===== src/rtl/game_step_ctrl_pkg.sv =====
// ----------------------------------------------------------------------------
// game_step_ctrl_pkg
// Shared types for the snake game step sequencer.
//   mode_t       : game mode as decoded by the menu logic
//   result_t     : match outcome reported to the score/menu logic
//   step_state_t : sequencer states
//   DIR_TIMEOUT_DEF / STEP_TO_DEF : default timeout lengths in clk cycles
//   verdict()    : folds the collision flags into a single result_t
// ----------------------------------------------------------------------------
package game_step_ctrl_pkg;

    typedef enum logic [1:0] {
        MENU  = 2'd0,
        GAME  = 2'd1,
        PAUSE = 2'd2,
        SCORE = 2'd3
    } mode_t;

    typedef enum logic [1:0] {
        NONE = 2'd0,
        WON  = 2'd1,
        LOST = 2'd2,
        DRAW = 2'd3
    } result_t;

    typedef enum logic [2:0] {
        WAIT_TICK = 3'd0,
        WAIT_DIR  = 3'd1,
        MOVE      = 3'd2,
        COLLIDE   = 3'd3,
        POINT     = 3'd4,
        OVER      = 3'd5,
        HALT      = 3'd6
    } step_state_t;

    localparam int DIR_TIMEOUT_DEF = 1500;
    localparam int STEP_TO_DEF     = 4096;

    // Both snakes dying in the same step is a draw, and an explicit draw
    // flag overrides any single-player verdict.
    function automatic result_t verdict(input logic won, input logic lost,
                                        input logic draw);
        result_t r;
        if (draw || (won && lost)) r = DRAW;
        else if (won)              r = WON;
        else if (lost)             r = LOST;
        else                       r = NONE;
        return r;
    endfunction

endpackage


===== src/rtl/game_step_ctrl_if.sv =====
// ----------------------------------------------------------------------------
// game_step_ctrl_if
// Start/done handshake between the step sequencer and the datapath blocks
// (move, collisions, generate_point).
//   move_start / refreshed, eaten1, eaten2        : move block
//   coll_start / coll_done, won, lost, draw       : collision block
//   point_start / point_rdy                       : point generator
// master = sequencer side, slave = datapath side.
// ----------------------------------------------------------------------------
interface game_step_ctrl_if;

    logic move_start;
    logic coll_start;
    logic point_start;
    logic refreshed;
    logic eaten1;
    logic eaten2;
    logic coll_done;
    logic won;
    logic lost;
    logic draw;
    logic point_rdy;

    modport master (
        output move_start, coll_start, point_start,
        input  refreshed, eaten1, eaten2, coll_done, won, lost, draw, point_rdy
    );

    modport slave (
        input  move_start, coll_start, point_start,
        output refreshed, eaten1, eaten2, coll_done, won, lost, draw, point_rdy
    );

endinterface


===== src/rtl/game_step_ctrl_step_watchdog.sv =====
// ----------------------------------------------------------------------------
// step_watchdog
// Cycle counter with synchronous clear and a terminal-count strobe.
//   clk, rst  : clock, asynchronous active-low reset
//   clr_i     : forces the count to zero on the next edge
//   en_i      : counts one cycle per clock while high
//   tc_o      : high while enabled and the count equals LIMIT-1
// The count holds at LIMIT-1; the owner is expected to leave the state
// that enables it on the strobe.
// ----------------------------------------------------------------------------
module step_watchdog #(
    parameter int LIMIT = 16
) (
    input  logic clk,
    input  logic rst,
    input  logic clr_i,
    input  logic en_i,
    output logic tc_o
);

    localparam int CW = (LIMIT > 1) ? $clog2(LIMIT) : 1;
    localparam logic [CW-1:0] LAST = CW'(LIMIT - 1);

    logic [CW-1:0] cnt_q, cnt_d;

    assign tc_o = en_i && (cnt_q == LAST);

    always_comb begin
        cnt_d = cnt_q;
        if (clr_i)                  cnt_d = '0;
        else if (en_i && !tc_o)     cnt_d = cnt_q + 1'b1;
    end

    always_ff @(posedge clk or negedge rst) begin
        if (!rst) cnt_q <= '0;
        else      cnt_q <= cnt_d;
    end

endmodule


===== src/rtl/game_step_ctrl.sv =====
// ----------------------------------------------------------------------------
// game_step_ctrl
// Per-tick sequencer for the snake game datapath. One game step collects
// both player directions, runs move, runs the collision check and, if a
// point was eaten, regenerates the point.
//
// Ports
//   clk        in   system clock
//   rst        in   asynchronous active-low reset
//   mode       in   game mode; stepping only while mode == GAME
//   tick       in   one-cycle step strobe from clk_div
//   rcvdir1/2  in   one-cycle strobes: direction received for player 1/2
//   dp         master side of game_step_ctrl_if (start/done handshakes)
//   step_done  out  one-cycle strobe, step complete and game continues
//   result     out  NONE/WON/LOST/DRAW, held until reset or mode exit
//   com_err    out  one-cycle strobe, stepped with previous directions
//   stall_err  out  sticky, a datapath stage timed out
//   overrun    out  one-cycle strobe, tick arrived mid-step and was dropped
//   step_cnt   out  completed steps
//
// Build option: define GAME_STEP_STATS_EN to get a live step counter;
// without it step_cnt is constant zero.
// ----------------------------------------------------------------------------
module game_step_ctrl
    import game_step_ctrl_pkg::*;
#(
    parameter int DIR_TIMEOUT = DIR_TIMEOUT_DEF,
    parameter int STEP_TO     = STEP_TO_DEF
) (
    input  logic               clk,
    input  logic               rst,
    input  mode_t              mode,
    input  logic               tick,
    input  logic               rcvdir1,
    input  logic               rcvdir2,
    game_step_ctrl_if.master   dp,
    output logic               step_done,
    output result_t            result,
    output logic               com_err,
    output logic               stall_err,
    output logic               overrun,
    output logic [15:0]        step_cnt
);

    step_state_t state_q, state_d;
    logic        dir1_q, dir1_d;
    logic        dir2_q, dir2_d;
    logic        eaten_q, eaten_d;
    logic        move_start_q, move_start_d;
    logic        coll_start_q, coll_start_d;
    logic        point_start_q, point_start_d;
    logic        step_done_q, step_done_d;
    result_t     result_q, result_d;
    logic        com_err_q, com_err_d;
    logic        stall_err_q, stall_err_d;
    logic        overrun_q, overrun_d;

    logic in_game;
    logic have1, have2;
    logic stage_st;
    logic dir_tc, stg_tc;
    logic dir_clr, dir_en, stg_clr, stg_en;

    assign in_game  = (mode == GAME);
    // A direction arriving this very cycle counts as already collected.
    assign have1    = dir1_q | rcvdir1;
    assign have2    = dir2_q | rcvdir2;
    assign stage_st = (state_q == MOVE) || (state_q == COLLIDE) || (state_q == POINT);

    // Direction timer runs only while waiting for directions and is zero on entry.
    assign dir_clr = (state_q != WAIT_DIR);
    assign dir_en  = in_game && (state_q == WAIT_DIR);

    // Stage timer restarts with every start strobe so each stage gets a full budget.
    assign stg_clr = move_start_d || coll_start_d || point_start_d || !stage_st;
    assign stg_en  = in_game && stage_st;

    step_watchdog #(.LIMIT(DIR_TIMEOUT)) u_dir_wd (
        .clk   (clk),
        .rst   (rst),
        .clr_i (dir_clr),
        .en_i  (dir_en),
        .tc_o  (dir_tc)
    );

    step_watchdog #(.LIMIT(STEP_TO)) u_stage_wd (
        .clk   (clk),
        .rst   (rst),
        .clr_i (stg_clr),
        .en_i  (stg_en),
        .tc_o  (stg_tc)
    );

    always_comb begin
        state_d       = state_q;
        dir1_d        = have1;
        dir2_d        = have2;
        eaten_d       = eaten_q;
        move_start_d  = 1'b0;
        coll_start_d  = 1'b0;
        point_start_d = 1'b0;
        step_done_d   = 1'b0;
        result_d      = result_q;
        com_err_d     = 1'b0;
        stall_err_d   = stall_err_q;
        overrun_d     = 1'b0;

        if (!in_game) begin
            // Leaving GAME abandons the step; late done strobes fall into WAIT_TICK and are ignored.
            state_d     = WAIT_TICK;
            dir1_d      = 1'b0;
            dir2_d      = 1'b0;
            eaten_d     = 1'b0;
            result_d    = NONE;
            stall_err_d = 1'b0;
        end else begin
            if (tick && (state_q == WAIT_DIR || stage_st)) overrun_d = 1'b1;

            unique case (state_q)
                WAIT_TICK: begin
                    if (tick) begin
                        // Directions collected ahead of the tick let the move start right away.
                        if (have1 && have2) begin
                            move_start_d = 1'b1;
                            dir1_d       = 1'b0;
                            dir2_d       = 1'b0;
                            state_d      = MOVE;
                        end else begin
                            state_d = WAIT_DIR;
                        end
                    end
                end
                WAIT_DIR: begin
                    if ((have1 && have2) || dir_tc) begin
                        move_start_d = 1'b1;
                        com_err_d    = !(have1 && have2);
                        dir1_d       = 1'b0;
                        dir2_d       = 1'b0;
                        state_d      = MOVE;
                    end
                end
                MOVE: begin
                    if (dp.refreshed) begin
                        eaten_d      = dp.eaten1 | dp.eaten2;
                        coll_start_d = 1'b1;
                        state_d      = COLLIDE;
                    end else if (stg_tc) begin
                        stall_err_d = 1'b1;
                        state_d     = HALT;
                    end
                end
                COLLIDE: begin
                    if (dp.coll_done) begin
                        if (dp.won || dp.lost || dp.draw) begin
                            result_d = verdict(dp.won, dp.lost, dp.draw);
                            state_d  = OVER;
                        end else if (eaten_q) begin
                            point_start_d = 1'b1;
                            state_d       = POINT;
                        end else begin
                            step_done_d = 1'b1;
                            state_d     = WAIT_TICK;
                        end
                    end else if (stg_tc) begin
                        stall_err_d = 1'b1;
                        state_d     = HALT;
                    end
                end
                POINT: begin
                    if (dp.point_rdy) begin
                        step_done_d = 1'b1;
                        state_d     = WAIT_TICK;
                    end else if (stg_tc) begin
                        stall_err_d = 1'b1;
                        state_d     = HALT;
                    end
                end
                OVER, HALT: begin
                    // Parked until the menu takes the game out of GAME.
                end
                default: state_d = WAIT_TICK;
            endcase
        end
    end

    always_ff @(posedge clk or negedge rst) begin
        if (!rst) begin
            state_q       <= WAIT_TICK;
            dir1_q        <= 1'b0;
            dir2_q        <= 1'b0;
            eaten_q       <= 1'b0;
            move_start_q  <= 1'b0;
            coll_start_q  <= 1'b0;
            point_start_q <= 1'b0;
            step_done_q   <= 1'b0;
            result_q      <= NONE;
            com_err_q     <= 1'b0;
            stall_err_q   <= 1'b0;
            overrun_q     <= 1'b0;
        end else begin
            state_q       <= state_d;
            dir1_q        <= dir1_d;
            dir2_q        <= dir2_d;
            eaten_q       <= eaten_d;
            move_start_q  <= move_start_d;
            coll_start_q  <= coll_start_d;
            point_start_q <= point_start_d;
            step_done_q   <= step_done_d;
            result_q      <= result_d;
            com_err_q     <= com_err_d;
            stall_err_q   <= stall_err_d;
            overrun_q     <= overrun_d;
        end
    end

`ifdef GAME_STEP_STATS_EN
    logic [15:0] step_cnt_q, step_cnt_d;

    always_comb begin
        step_cnt_d = step_cnt_q;
        if (!in_game)         step_cnt_d = 16'd0;
        else if (step_done_d) step_cnt_d = step_cnt_q + 16'd1;
    end

    always_ff @(posedge clk or negedge rst) begin
        if (!rst) step_cnt_q <= 16'd0;
        else      step_cnt_q <= step_cnt_d;
    end

    assign step_cnt = step_cnt_q;
`else
    assign step_cnt = 16'd0;
`endif

    assign dp.move_start  = move_start_q;
    assign dp.coll_start  = coll_start_q;
    assign dp.point_start = point_start_q;
    assign step_done      = step_done_q;
    assign result         = result_q;
    assign com_err        = com_err_q;
    assign stall_err      = stall_err_q;
    assign overrun        = overrun_q;

endmodule


===== src/flat_wrapper.sv =====
// flat-port wrapper written by rule: the top's interface ports become plain ports
module game_step_ctrl_flat import game_step_ctrl_pkg::*;
#(
    parameter int DIR_TIMEOUT = DIR_TIMEOUT_DEF,
    parameter int STEP_TO     = STEP_TO_DEF
)
  (clk, rst, mode, tick, rcvdir1, rcvdir2, step_done, result, com_err, stall_err, overrun, step_cnt, dp_move_start, dp_coll_start, dp_point_start, dp_refreshed, dp_eaten1, dp_eaten2, dp_coll_done, dp_won, dp_lost, dp_draw, dp_point_rdy);
  game_step_ctrl_if dp_i ();
  input  logic clk;
  input  logic rst;
  input  mode_t mode;
  input  logic tick;
  input  logic rcvdir1;
  input  logic rcvdir2;
  output logic step_done;
  output result_t result;
  output logic com_err;
  output logic stall_err;
  output logic overrun;
  output logic [15:0] step_cnt;
  output wire logic [$bits(dp_i.move_start)-1:0] dp_move_start;
  output wire logic [$bits(dp_i.coll_start)-1:0] dp_coll_start;
  output wire logic [$bits(dp_i.point_start)-1:0] dp_point_start;
  input wire logic [$bits(dp_i.refreshed)-1:0] dp_refreshed;
  input wire logic [$bits(dp_i.eaten1)-1:0] dp_eaten1;
  input wire logic [$bits(dp_i.eaten2)-1:0] dp_eaten2;
  input wire logic [$bits(dp_i.coll_done)-1:0] dp_coll_done;
  input wire logic [$bits(dp_i.won)-1:0] dp_won;
  input wire logic [$bits(dp_i.lost)-1:0] dp_lost;
  input wire logic [$bits(dp_i.draw)-1:0] dp_draw;
  input wire logic [$bits(dp_i.point_rdy)-1:0] dp_point_rdy;
  assign dp_move_start = dp_i.move_start;
  assign dp_coll_start = dp_i.coll_start;
  assign dp_point_start = dp_i.point_start;
  assign dp_i.refreshed = dp_refreshed;
  assign dp_i.eaten1 = dp_eaten1;
  assign dp_i.eaten2 = dp_eaten2;
  assign dp_i.coll_done = dp_coll_done;
  assign dp_i.won = dp_won;
  assign dp_i.lost = dp_lost;
  assign dp_i.draw = dp_draw;
  assign dp_i.point_rdy = dp_point_rdy;
  game_step_ctrl #(.DIR_TIMEOUT(DIR_TIMEOUT), .STEP_TO(STEP_TO)) u_core (.clk(clk), .rst(rst), .mode(mode), .tick(tick), .rcvdir1(rcvdir1), .rcvdir2(rcvdir2), .dp(dp_i), .step_done(step_done), .result(result), .com_err(com_err), .stall_err(stall_err), .overrun(overrun), .step_cnt(step_cnt));
endmodule

===== config.mk =====
export PLATFORM = sky130hd
export DESIGN_NAME = game_step_ctrl_flat
export DESIGN_NICKNAME = d
export VERILOG_FILES = /design/src/rtl/game_step_ctrl_pkg.sv /design/src/rtl/game_step_ctrl_if.sv /design/src/rtl/game_step_ctrl_step_watchdog.sv /design/src/rtl/game_step_ctrl.sv /design/src/flat_wrapper.sv
export SDC_FILE = /design/constraint.sdc
export NUM_CORES = 1
export LEC_CHECK = 0
export BUFFER_PORTS_ARGS = -buffer_cell sky130_fd_sc_hd__buf_4
export CAP_MARGIN = 25
export CORE_MARGIN = 2
export CORE_UTILIZATION = 40
export DETAILED_ROUTE_END_ITERATION = 10
export PLACE_DENSITY = 0.63
export SLEW_MARGIN = 20
export SYNTH_ARGS = -nofsm -noshare
export SYNTH_HDL_FRONTEND = slang
export SYNTH_SLANG_ARGS = --single-unit

===== constraint.sdc =====
create_clock -name clk -period 2.6 [get_ports clk]
set_input_delay 0.65 -clock clk [delete_from_list [all_inputs] [get_ports clk]]
set_output_delay 0.65 -clock clk [all_outputs]
set_load 0.01 [all_outputs]

# After elaboration in Yosys (flattened, before gate mapping)

Cells that the tools add are included.

Bits in registers: 38
Word-level logic and storage cells: 137
Input port bits: 15
Output and inout port bits: 25

Equal/unequal tests: 22
Add/subtract/negate cells: 2
Bitwise operators: 3
Reduce and logical (&&, ||, !) cells: 31
Mux-type cells: 65

Operators by type and width:

| operator                | count |
|---|---|
| $mux W1                 | 38 |
| $mux W3                 | 9 |
| $mux W12                | 2 |
| $mux W11                | 2 |
| $pmux W3 S6             | 1 |
| $mux W2                 | 8 |
| $ne A3 B3 Y1 const B    | 5 |
| $add A12 B1 Y12 const B | 1 |
| $eq A12 B12 Y1 const B  | 1 |
| $ne A2 B2 Y1 const B    | 6 |
| $add A11 B1 Y11 const B | 1 |
| $eq A11 B11 Y1 const B  | 1 |
| $logic_or A1 B1 Y1      | 10 |
| $eq A3 B3 Y1 const B    | 3 |
| $logic_and A1 B1 Y1     | 9 |
| $pmux W1 S2             | 4 |
| $eq A3 B2 Y1 const B    | 2 |
| $reduce_and A3 Y1       | 2 |
| $logic_not A1 Y1        | 4 |
| $ne A4 B4 Y1 const B    | 1 |
| $reduce_and A4 Y1       | 1 |
| $reduce_bool A2 Y1      | 2 |
| $eq A3 B1 Y1 const B    | 1 |
| $logic_not A3 Y1        | 1 |
| 6 further kinds         | 8 |

# Longest topological paths before layout

Word-level depth: 11
Gate-level depth with buffers: 7
Gate-level depth less buffers: 6

# By module

From an unflattened synthesis, not the netlist that was laid out.

Cell total of the unflattened synthesis: 256
Area total of the unflattened synthesis: 2308.5 µm²

Modules (own cells, without submodules):

| module                            | area each (µm²) | cells each | sequential area each (µm²) | times used |
|---|---|---|---|---|
| game_step_ctrl                    | 994.7           | 121        | 375.4                      | 1 |
| step_watchdog (u_core.u_stage_wd) | 710.7           | 72         | 300.3                      | 1 |
| step_watchdog (u_core.u_dir_wd)   | 603.1           | 63         | 275.3                      | 1 |

# Least setup slack after synthesis

Ideal clock, no wire load.

Path kind: register -> register
Start: register u_core.state_q[1]
End: register u_core.u_stage_wd.cnt_q[9]
Required time: 2480 ps
Clock period less this slack: 1839 ps
Path buffers: 2
Cell stages (with the launch flop): 8
Arrival: 1719 ps
Setup slack: 761 ps
Setup time: 120 ps
Path through: dfrtp_1 -> buf_6 -> or3b_4 -> a21o_1 -> buf_6 -> nor4_4 -> xnor2_1 -> nor2_2

Longest elaborated chain between the ends: 11
Elaborated cells on any way between the ends: 27
Those cells by class: 4 x eq/ne; 8 x mux; 15 x reduce/logical

Ends and longest elaborated chain:

| what                                           | RTL line                                    | source |
|---|---|---|
| start, declared                                | game_step_ctrl.sv:45                        | `step_state_t state_q, state_d;` |
| start signal, assigned                         | game_step_ctrl.sv:201                       | `state_q <= state_d;` |
| $eq A3 B1 Y1                                   | game_step_ctrl.sv:72, game_step_ctrl.sv:119 |  |
| $logic_and A1 B1 Y1                            | game_step_ctrl.sv:72                        | `assign dir_en = in_game && (state_q == WAIT_DIR);` |
| $logic_and A1 B1 Y1                            | game_step_ctrl_step_watchdog.sv:26          | `assign tc_o = en_i && (cnt_q == LAST);` |
| $logic_or A1 B1 Y1                             | game_step_ctrl.sv:134                       | `if ((have1 && have2) \|\| dir_tc) begin` |
| $mux W1                                        | game_step_ctrl.sv:134                       |  |
| $pmux W1 S2                                    | game_step_ctrl.sv:119                       | `unique case (state_q)` |
| $mux W1                                        | game_step_ctrl.sv:108                       | `if (!in_game) begin` |
| $logic_or A1 B1 Y1 (3 in a row)                | game_step_ctrl.sv:75                        | `assign stg_clr = move_start_d \|\| coll_start_d \|\| point_start_d \|\| !stage_st;` |
| $mux W12 or $reduce_bool A2 Y1 (tied branches) | n/a                                         |  |
| end signal, assigned                           | game_step_ctrl_step_watchdog.sv:36          | `else cnt_q <= cnt_d;` |
| end, declared                                  | game_step_ctrl_step_watchdog.sv:24          | `logic [CW-1:0] cnt_q, cnt_d;` |

Several ways; a longest one is shown, not always the timed one.
A chain may end at the register's enable or synchronous reset.

# Final worst setup path

Start: register u_core.state_q[2]
End: register u_core.u_stage_wd.cnt_q[11]

The elaborated chain is that of the path after synthesis.

==> flow_metrics.env <==
export IMPL_post_route_min_period_ns=2.158
export IMPL_ys_seq_elements=38
export IMPL_grt_max_degree=39
export IMPL_power_leakage_nw=1.037
export IMPL_routed_top_layer="met4"
export IMPL_maxCapViolCount=0
export IMPL_drc=0
export IMPL_relSlewSlack_pct=61.41
export IMPL_syn_to_final_growth_pct=12.45
export IMPL_cts_hold_buffers=0
export IMPL_diodes=0
export IMPL_tritoncts="built"
export IMPL_wirelength_mm=4.355
export IMPL_fmax_mhz=463.4
export IMPL_synth_ff_type="dfrtp_1"
export IMPL_top_level_ports=40
export IMPL_clock_latency_ns=0.28
export IMPL_initial_utilization_pct=40.95
export IMPL_cts_buffers=5
export IMPL_worstSetupPathType="register to register"
export IMPL_core_sq_um=5473
export IMPL_vias=1745
export IMPL_die_y_um=78.85
export IMPL_cts_resized=0
export IMPL_finalSetupViolations=0
export IMPL_hpwlAfterDp_mm=3.098
export IMPL_required_ns=2.77
export IMPL_final_cell_mix="dfrtp_1 (38), nor2_1 (34), buf_4 (29)"
export IMPL_yosys_warnings=0
export IMPL_grt_overflow=0
export IMPL_worst_slew_pin_slew_ns=0.5728
export IMPL_drive_gt1_share_pct=16.42
export IMPL_grt_pass1_vias=1641
export IMPL_tns_ns=0
export IMPL_fin_hold_ws_ns=0.3212
export IMPL_synth_edff_count=0
export IMPL_end_kind="register"
export IMPL_port_buffers=23
export IMPL_grt_pass1_wl_mm=7.665
export IMPL_cts_num_sinks=38
export IMPL_ys_seq_area_share_pct=42.43
export IMPL_final_common_cell="dfrtp_1"
export IMPL_ys_types=48
export IMPL_post_route_period_util_pct=83.00
export IMPL_cts_setup_buffers=0
export IMPL_die_w_um=78.85
export IMPL_die_area_sq_um=6217
export IMPL_ir_drop_mv=0.2813
export IMPL_fin_skew_ns=0.004349
export IMPL_rsz0062_at_grt="false"
export IMPL_async_reset_ff_share_pct=100.0
export IMPL_via_per_inst=5.043
export IMPL_min_path_type="primary input to asynchronous set/reset pin"
export IMPL_powerDensity_nw_per_um2=446.4
export IMPL_netlist_area_sq_um=2241
export IMPL_synth_cells=250
export IMPL_arrival_ns=2.33
export IMPL_wl_met3_um=186
export IMPL_drt_pass1_iter_count=4
export IMPL_hold_viol=0
export IMPL_routabilityCongestion=0.9018
export IMPL_syn_area_per_cell_sq_um=8.964
export IMPL_fin_nets=290
export IMPL_clk_pin_slew_worst_paths_ns=0.07
export IMPL_antenna_found_initial=0
export IMPL_root_buffer="clkbuf_8"
export IMPL_drt_iter0_markers=127
export IMPL_ctsHtreeMaxLevel=2
export IMPL_num_rows=27
export IMPL_grt_usage_pct=15.47
export IMPL_clockBufferDepth=2
export IMPL_ant_nets=0
export IMPL_wl_per_cell_um=12.59
export IMPL_wl_met2_mm=1.897
export IMPL_status="finished clean"
export IMPL_start_kind="register"
export IMPL_wl_met1_mm=2.229
export IMPL_cp_max_fo=14
export IMPL_slew_violations=0
export IMPL_power_w=0.001125
## stage by stage
stage | instance area, sq um | instances | utilization (%) | setup WS, ns
global placement | 2429 | 338 | 44.38 | 0.5179
floorplan | 2297 | 265 | - | 0.7610
CTS | 2520 | 346 | 46.04 | 0.4301
detailed placement | 2429 | 338 | 44.38 | 0.4400
finish | 2520 | 346 | 46.04 | 0.4421
global route | 2520 | 346 | 46.04 | 0.2747
## routing by layer
metal  up-vias  global-route usage, %
met4         0                  4.828
met3         4                  3.409
met5         -                      0
met2        39                  22.74
li1        873                      -
met1       829                  22.71
## cell families after synthesis
logic type	after synthesis	share of synthesized area, %
and+or+nand+nor	116	28.14
other	1	0.1673
AOI/OAI and AO/OA	36	9.939
DFF	38	42.43
muxes	1	0.4467
buffers and inverters	34	9.157
xor gates and xnor gates	22	8.598
adders and majority gates	2	1.117
## cells in the mapped netlist, types with 3 or more instances
master / number / area (sq um)
inv_1: 6 / 22.52
clkbuf_1: 7 / 26.28
nand3_1: 14 / 70.07
dfrtp_1: 38 / 950.9
and3_1: 3 / 18.77
nor4_1: 5 / 31.28
xnor2_1: 17 / 148.9
xor2_1: 5 / 43.79
a21oi_1: 10 / 50.05
and2_1: 5 / 31.28
o22ai_1: 3 / 18.77
a211oi_1: 3 / 22.52
nor2_1: 34 / 127.6
nor2b_1: 3 / 18.77
nor3_1: 11 / 55.05
nand4_1: 4 / 25.02
nor4_4: 3 / 63.81
o21ai_0: 11 / 55.05
nand2_1: 19 / 71.32
buf_4: 16 / 120.1
## registers in the layout, indices dropped and copies added (netlist names), 2 cells and up
register / flops
u_core.result: 2
u_core.state_q: 3
u_core.u_dir_wd.cnt_q: 11
u_core.u_stage_wd.cnt_q: 12
## worst paths after layout
path	start	to	slack, ns	cells past startpoint
worst max-delay path	u_core.state_q[2]	u_core.u_stage_wd.cnt_q[11]	0.44	5
worst min-delay path	rst	u_core.u_stage_wd.cnt_q[4]	0.32	1
worst max register to register	u_core.state_q[2]	u_core.u_stage_wd.cnt_q[11]	0.44	5
worst min register to register	u_core.stall_err	u_core.stall_err	0.51	2
max in group asynchronous	rst	u_core.u_dir_wd.cnt_q[4]	1.93	1
min in group clk	u_core.stall_err	u_core.stall_err	0.51	2
## layout make-up
class,count,area (sq um)
Fill cell,546,2953
Sequential cell,38,950.9
Clock buffer,7,86.33
Tap cell,72,90.09
Clock inverter,1,5.005
Multi-Input combinational cell,193,1147
Timing Repair Buffer,29,217.7
Inverter,6,22.52
## where the power goes
group          internal (W)  switching (W)
Combinational     0.0000405      0.0000703
Sequential         0.000595     0.00000374
Clock              0.000214       0.000202
## critical path: stages (launching register included)
cell and delay [ns]:
dfrtp_1 0.56, or3b_4 0.46, a21o_1 0.39, nor4_1 0.42, xnor2_1 0.16, nor2_1 0.05
(Power assumes the default switching activity.)
